File: src/rtl/vault_arbiter_if.sv
// vault_arbiter_if: one client's request/response bundle.
// master = requesting client, slave = arbiter side.
interface vault_arbiter_if #(
   parameter int DW = 8,
   parameter int AW = 2
);
   logic          valid;
   logic          we;
   logic [AW-1:0] addr;
   logic [DW-1:0] wdata;
   logic          ready;
   logic          rsp_valid;
   logic [DW-1:0] rsp_rdata;

   modport master (
      output valid, we, addr, wdata,
      input  ready, rsp_valid, rsp_rdata
   );

   modport slave (
      input  valid, we, addr, wdata,
      output ready, rsp_valid, rsp_rdata
   );
endinterface

File: src/rtl/vault_arbiter.sv
// vault_arbiter: two-client round-robin sequencer that owns
// the BitVault addr/we/data_in pins and serialises accesses.
module vault_arbiter #(
   parameter int DW = 8,
   parameter int AW = 2
) (
   input  logic          clk,
   input  logic          rst_n,
   vault_arbiter_if.slave p0,
   vault_arbiter_if.slave p1,
   output logic [AW-1:0] vault_addr,
   output logic          vault_we,
   output logic [DW-1:0] vault_wdata,
   input  logic [DW-1:0] vault_rdata,
   output logic          busy,
   output logic          grant_id
);

   typedef enum logic [2:0] {
      IDLE, WR, RD, RD_CAP, RESP
   } state_t;

   state_t        state;
   logic          last_grant;
   logic          win;
   logic          any_req;
   logic          w_we;
   logic [AW-1:0] w_addr;
   logic [DW-1:0] w_wdata;
   logic          rv0, rv1;
   logic [DW-1:0] rd0, rd1;

   // Pick the winner: sole requester, or the one not served last on a tie.
   always_comb begin
      any_req = p0.valid | p1.valid;
      win     = 1'b0;
      if (p0.valid && p1.valid)
         win = ~last_grant;
      else if (p1.valid)
         win = 1'b1;
      w_we    = win ? p1.we    : p0.we;
      w_addr  = win ? p1.addr  : p0.addr;
      w_wdata = win ? p1.wdata : p0.wdata;
   end

   assign p0.ready     = (state == IDLE) && any_req && !win;
   assign p1.ready     = (state == IDLE) && any_req && win;
   assign p0.rsp_valid = rv0;
   assign p1.rsp_valid = rv1;
   assign p0.rsp_rdata = rd0;
   assign p1.rsp_rdata = rd1;

   // Transaction sequencer; vault pins and responses are registered.
   always_ff @(posedge clk or negedge rst_n) begin
      if (!rst_n) begin
         state       <= IDLE;
         last_grant  <= 1'b1;
         grant_id    <= 1'b0;
         busy        <= 1'b0;
         vault_addr  <= '0;
         vault_we    <= 1'b0;
         vault_wdata <= '0;
         rv0         <= 1'b0;
         rv1         <= 1'b0;
         rd0         <= '0;
         rd1         <= '0;
      end else begin
         unique case (state)
            IDLE: begin
               if (any_req) begin
                  grant_id   <= win;
                  last_grant <= win;
                  vault_addr <= w_addr;
                  busy       <= 1'b1;
                  if (w_we) begin
                     vault_wdata <= w_wdata;
                     vault_we    <= 1'b1;
                     state       <= WR;
                  end else begin
                     state <= RD;
                  end
               end
            end
            WR: begin
               vault_we <= 1'b0;
               if (grant_id) begin
                  rv1 <= 1'b1;
                  rd1 <= '0;
               end else begin
                  rv0 <= 1'b1;
                  rd0 <= '0;
               end
               state <= RESP;
            end
            RD: state <= RD_CAP;
            RD_CAP: begin
               if (grant_id) begin
                  rv1 <= 1'b1;
                  rd1 <= vault_rdata;
               end else begin
                  rv0 <= 1'b1;
                  rd0 <= vault_rdata;
               end
               state <= RESP;
            end
            RESP: begin
               rv0   <= 1'b0;
               rv1   <= 1'b0;
               busy  <= 1'b0;
               state <= IDLE;
            end
            default: state <= IDLE;
         endcase
      end
   end

endmodule
File: src/flat_wrapper.sv
// flat-port wrapper written by rule: the top's interface ports become plain ports
module vault_arbiter_flat 
#(
   parameter int DW = 8,
   parameter int AW = 2
)
  (clk, rst_n, vault_addr, vault_we, vault_wdata, vault_rdata, busy, grant_id, p0_valid, p0_we, p0_addr, p0_wdata, p0_ready, p0_rsp_valid, p0_rsp_rdata, p1_valid, p1_we, p1_addr, p1_wdata, p1_ready, p1_rsp_valid, p1_rsp_rdata);
  vault_arbiter_if #(.DW(DW), .AW(AW)) p0_i ();
  vault_arbiter_if #(.DW(DW), .AW(AW)) p1_i ();
  input  logic clk;
  input  logic rst_n;
  output logic [AW-1:0] vault_addr;
  output logic vault_we;
  output logic [DW-1:0] vault_wdata;
  input  logic [DW-1:0] vault_rdata;
  output logic busy;
  output logic grant_id;
  input wire logic [$bits(p0_i.valid)-1:0] p0_valid;
  input wire logic [$bits(p0_i.we)-1:0] p0_we;
  input wire logic [$bits(p0_i.addr)-1:0] p0_addr;
  input wire logic [$bits(p0_i.wdata)-1:0] p0_wdata;
  output wire logic [$bits(p0_i.ready)-1:0] p0_ready;
  output wire logic [$bits(p0_i.rsp_valid)-1:0] p0_rsp_valid;
  output wire logic [$bits(p0_i.rsp_rdata)-1:0] p0_rsp_rdata;
  input wire logic [$bits(p1_i.valid)-1:0] p1_valid;
  input wire logic [$bits(p1_i.we)-1:0] p1_we;
  input wire logic [$bits(p1_i.addr)-1:0] p1_addr;
  input wire logic [$bits(p1_i.wdata)-1:0] p1_wdata;
  output wire logic [$bits(p1_i.ready)-1:0] p1_ready;
  output wire logic [$bits(p1_i.rsp_valid)-1:0] p1_rsp_valid;
  output wire logic [$bits(p1_i.rsp_rdata)-1:0] p1_rsp_rdata;
  assign p0_i.valid = p0_valid;
  assign p0_i.we = p0_we;
  assign p0_i.addr = p0_addr;
  assign p0_i.wdata = p0_wdata;
  assign p0_ready = p0_i.ready;
  assign p0_rsp_valid = p0_i.rsp_valid;
  assign p0_rsp_rdata = p0_i.rsp_rdata;
  assign p1_i.valid = p1_valid;
  assign p1_i.we = p1_we;
  assign p1_i.addr = p1_addr;
  assign p1_i.wdata = p1_wdata;
  assign p1_ready = p1_i.ready;
  assign p1_rsp_valid = p1_i.rsp_valid;
  assign p1_rsp_rdata = p1_i.rsp_rdata;
  vault_arbiter #(.DW(DW), .AW(AW)) u_core (.clk(clk), .rst_n(rst_n), .p0(p0_i), .p1(p1_i), .vault_addr(vault_addr), .vault_we(vault_we), .vault_wdata(vault_wdata), .vault_rdata(vault_rdata), .busy(busy), .grant_id(grant_id));
endmodule
File: config.mk
export PLATFORM = sky130hd
export DESIGN_NAME = vault_arbiter_flat
export DESIGN_NICKNAME = d
export VERILOG_FILES = /design/src/rtl/vault_arbiter_if.sv /design/src/rtl/vault_arbiter.sv /design/src/flat_wrapper.sv
export SDC_FILE = /design/constraint.sdc
export NUM_CORES = 1
export LEC_CHECK = 0
export CAP_MARGIN = 5
export CORE_MARGIN = 1
export CORE_UTILIZATION = 30
export CTS_BUF_LIST = sky130_fd_sc_hd__clkbuf_4
export DETAILED_ROUTE_END_ITERATION = 12
export GPL_TIMING_DRIVEN = 0
export MAX_ROUTING_LAYER = met4
export PLACE_DENSITY = 0.62
export RECOVER_POWER = 100
export SETUP_SLACK_MARGIN = 0.1
export SKIP_LAST_GASP = 1
export SYNTH_ARGS = -nofsm -noshare
export SYNTH_HDL_FRONTEND = slang
export SYNTH_SLANG_ARGS = --single-unit
File: constraint.sdc
create_clock -name clk -period 1.8 [get_ports clk]
set_input_delay 0.36 -clock clk [delete_from_list [all_inputs] [get_ports clk]]
set_output_delay 0.36 -clock clk [all_outputs]
set_load 0.01 [all_outputs]
======== Yosys cells after proc, flatten, opt, wreduce, memory -nomap -nowiden ========
Index checks and enable logic that the tools add are counted.
word-level totals
  flip-flop bits (word level) ............. 35
  bits in latches ......................... 0
  memory bits (writable) .................. 0
  bits in read-only memories .............. 0
  input port bits ......................... 34
  output and inout bits ................... 33
  logic and storage cells ................. 67
  memories ................................ 0
operators by class
  add/subtract/negate cells ............... 0
  multiply operators ...................... 0
  divide/modulo/power cells ............... 0
  $lt $le $gt $ge ......................... 0
  eq/ne operators ......................... 12
  shifts and indexed selects .............. 0
  muxes and demuxes ....................... 23
  bitwise gates (word level) .............. 2
  reductions and logical operators ........ 19
operators by type and width
  kind                                                             number
  8-bit 2-to-1 mux                                                 5
  8-bit case mux with 2 select lines                               2
  3-bit AND reduction                                              4
  2-bit by 1-bit != test with 1-bit output, second input constant  5
  3-bit case mux with 3 select lines                               1
  1-bit 2-to-1 mux                                                 8
  1-bit case mux with 2 select lines                               4
  2-bit AND reduction                                              4
  2-bit nonzero test                                               4
  3-bit by 2-bit == test with 1-bit output, second input constant  2
  2-bit != test, second input constant                             3
  1-bit logical AND                                                4
  2-bit 2-to-1 mux                                                 2
  3-bit by 1-bit == test with 1-bit output, second input constant  1
  3-bit == test, second input constant                             1
  3-bit logical NOT                                                1
  3-bit 2-to-1 mux                                                 1
  2-bit OR reduction                                               1
  1-bit logical NOT                                                1
  1-bit NOT                                                        1
  1-bit OR                                                         1

======== Depth between registers and ports, before layout ========
  depth after elaboration ................. 6
  depth in mapped cells ................... 6
  gate-level depth less buffers ........... 4

======== Worst setup path after synthesis ========
Ideal clock, no wire load.
  kind .................................... register to register
  start ................................... register u_core.state[0]
  end ..................................... register u_core.vault_wdata[0]
  library setup time ...................... 0.094 ns
  arrival time ............................ 1.410 ns
  required time ........................... 1.706 ns
  setup slack ............................. 0.296 ns
  cell stages (with the launch flop) ...... 7
  buffers on the path ..................... 2
  clock period less this slack ............ 1.504 ns
  cells stage by stage .................... dfrtp_1 buf_6 nor3_4 o21ai_2 or2_0 buf_6 a221oi_2
between the ends
  cells in the longest elaborated chain, start to end .. 2
RTL lines
  item                           line                 text
  start, declared                vault_arbiter.sv:23  state_t state;
  start signal, assigned         vault_arbiter.sv:56  state <= IDLE;
  start signal, assigned         vault_arbiter.sv:78  state <= WR;
  start signal, assigned         vault_arbiter.sv:80  state <= RD;
  3-bit logical NOT              vault_arbiter.sv:68  unique case (state)
  3-bit AND reduction (no line)  -
  end signal, assigned           vault_arbiter.sv:76  vault_wdata <= w_wdata;
  end, declared                  vault_arbiter.sv:13  output logic [DW-1:0] vault_wdata,
Every way passes these cells.
A chain may end at the register's enable or synchronous reset.

======== Worst setup path in the final report ========
  start ................................... register u_core.rd1[6] (netlist: u_core.p1.rsp_rdata[6])
  end ..................................... output port p1_rsp_rdata[6]
RTL lines
  item                    line                 text
  start, declared         vault_arbiter.sv:31  logic [DW-1:0] rd0, rd1;
  start signal, assigned  vault_arbiter.sv:99  rd1 <= vault_rdata;
  end, declared           flat_wrapper.sv:31   output wire logic [$bits(p1_i.rsp_rdata)-1:0] p1_rsp_rdata;
No word-level cell between the ends.

==> metrics <==
number of enable flip-flop cells after synthesis=0; Placer Congestion=0.716; Yosys cell types=27; Critical Path Max Stage Delay=0.60 ns; status=finished clean; register area share after synthesis=0.567; fin crit period=1.70 ns; post-synth top area share=0.550; relative slew slack=0.421; Setup crit start=u_core.p1.rsp_rdata[6]$_DFFE_PN0P_; Port Buffers=66; final core occ=0.504; CTS Sinks=35; drt initial violations=53; Max Clock Freq=588 MHz; Initial Utilization=0.319; worst skew pair latency=0.33 ns; vias in the first global route=1270; Max FO, Critical Path=2; crit share post-route=0.945; synth top area cells=dfrtp_1 55%, nand2_1 8.2%, a221oi_2 7.8%; setup_tns=0 ns; H-tree Lvls=2; Max Cap Viol=0; Synth Cell Area=1550 um2; P_leak=1.15 nW; Post-synth top flop=dfrtp_1; Syn Nets=191; Yosys top cell by area=dfrtp_1; pins over their slew limit=0; IO Count=67; Critical Path AT=1.34 ns; Worst path depth=1; CP Capture Type=primary output; Diodes inserted=0; Die Span X=73.8 um; Top delay family on crit path=buffers and inverters; CORE AREA=4850 um2; Root Buffer Master=clkbuf_4; antenna viol nets, final=0; mean cell area of the mapped netlist=9.86 um2; total number of vias=1367; final wirelength=3600 um; dpl hpwl=2550 um; Worst R2R End=u_core.vault_wdata[1]$_DFFE_PN0P_; Max stage delay cell, worst path=dlygate4sd3_1; commonest non-fill, non-tap cells in the layout=34 x nand2_1, 32 x dfrtp_1, 31 x dlygate4sd3_1, 30 x clkdlybuf4s50_1, 18 x inv_1; initial antenna violation count=0; unrepaired setup endpoints after global routing=yes; 1st-pass router iterations=4; FP Rows=25; die area=5450 um2; Net count, final=275; DP Worst Slack=-0.637 ns; crit path cell chain=dlygate4sd3_1; Reg2Reg Depth=6; largest net degree at the start of global routing=36; final setup margin=0.0990 ns; ys async rst share=1.00; CTS Hold Bufs=0; cell count after synthesis=157; Yosys reg bits=35; Clock Tree Buf Depth=2; total track usage=0.143; Synth warnings=0; clock skew=0.00921 ns; critical register-to-register path startpoint=u_core.state[2]$_DFFE_PN0P_; Critical Path End=p1_rsp_rdata[6]; Worst Tran Pin Value=0.869 ns; synth-to-layout area growth=57.8%; total grt overflow=0; # setup viols final=0; CP bufs+invs=1; drc violations=0; power per cell area=1410 nW/um2; Die Span Y=73.8 um; CP Data Required Time=1.44 ns; vias per cell=4.42; flop-to-flop setup slack=0.13 ns; TritonCTS Buffers=5; final hold vios=0; first-pass GRT wire length=5660 um; crit path kind=flip-flop to primary output; commonest non-fill, non-tap cell in the layout=nand2_1; Worst Hold Class=primary input to async pin; CTS tree=yes; CP startpoint kind=flip-flop; Peak VDD IR=736 uV; Worst-path clk slew=0.11 ns; WL/cell=11.6 um; share of layout cells above drive strength 1=0.157
==> per-layer routing <==
layer	share of wire	wire length (um)	GRT usage
met4	0.014	52	0.0577
met3	0.049	177	0.0343
met1	0.45	1610	0.173
met2	0.49	1750	0.229
met5	0	0	-
==> cells in the mapped netlist (all sizes together), types with 2 or more instances <==
master,instances
o21ai,18
inv,18
a22oi,2
dfrtp,34
a21o,2
nor3,3
buf,3
and2,2
a221oi,8
a21oi,3
nand2b,3
nand2,34
nor2,14
clkbuf,4
==> metrics by stage <==
stage	std cells	instance area (um2)	power, W	hold WS (ns)
final	309	2440	0.00344	0.126
after global placement	290	2290	0.00285	0.450
after floorplan	157	1550	0.00210	0.0644
after global routing	309	2440	0.00371	0.188
after CTS	307	2440	0.00360	0.111
after detailed placement	290	2290	0.00287	0.459
==> cell type report <==
type | instances | area [um2]
clock inverter | 3 | 38.8
timing repair buffer | 78 | 727
buffer | 6 | 33.8
sequential | 35 | 880
inverter | 18 | 67.6
multi-input combinational | 97 | 574
tap | 67 | 83.8
fill | 452 | 2410
clock buffer | 5 | 37.5
==> worst min path at each step <==
stage	cells after the start	slack (ns)	to
after floorplan	0	0.06	u_core.busy$_DFFE_PN0P_
after global placement	2	0.45	u_core.vault_addr[1]$_DFFE_PN0P_
after detailed placement	2	0.46	u_core.vault_addr[0]$_DFFE_PN0P_
after CTS	1	0.11	u_core.busy$_DFFE_PN0P_
after global routing	1	0.19	u_core.p1.rsp_rdata[6]$_DFFE_PN0P_
final	1	0.13	u_core.p0.rsp_rdata[3]$_DFFE_PN0P_
==> power breakdown <==
group / switching (W) / internal, W / total (W) / leakage, nW
combinational: 0.000786 / 0.000882 / 0.00167 / 0.679
sequential: 0.000147 / 0.00108 / 0.00123 / 0.429
clock: 0.000259 / 0.000286 / 0.000545 / 0.0426
==> state kept, by name, indices dropped and copies added, names as in the netlist <==
name / count
u_core.state: 3
u_core.busy: 1
u_core.p1.rsp_valid: 1
u_core.vault_we: 1
u_core.grant_id: 1
u_core.vault_wdata: 8
u_core.p0.rsp_rdata: 8
u_core.p1.rsp_rdata: 8
u_core.vault_addr: 2
u_core.p0.rsp_valid: 1
u_core.last_grant: 1
==> kinds of logic (layout without fill, tap and decap cells) <==
family,Yosys count,in the layout,synth area share
AND/OR/NAND/NOR,60,60,0.170
buffers and inverters,25,110,0.0711
multiplexers,1,1,0.00647
flip-flops,35,35,0.567
AO/OA/AOI/OAI,36,36,0.186
==> what timing repair did <==
item,in CTS,in global routing
gates resized for setup,16,6
pin swaps,3,2
cloned,0,0
endpoints found under the hold margin,0,0
setup endpoints to repair,3,18
buffers inserted,10,2
No activity file was read; power rests on OpenSTA's default activity.
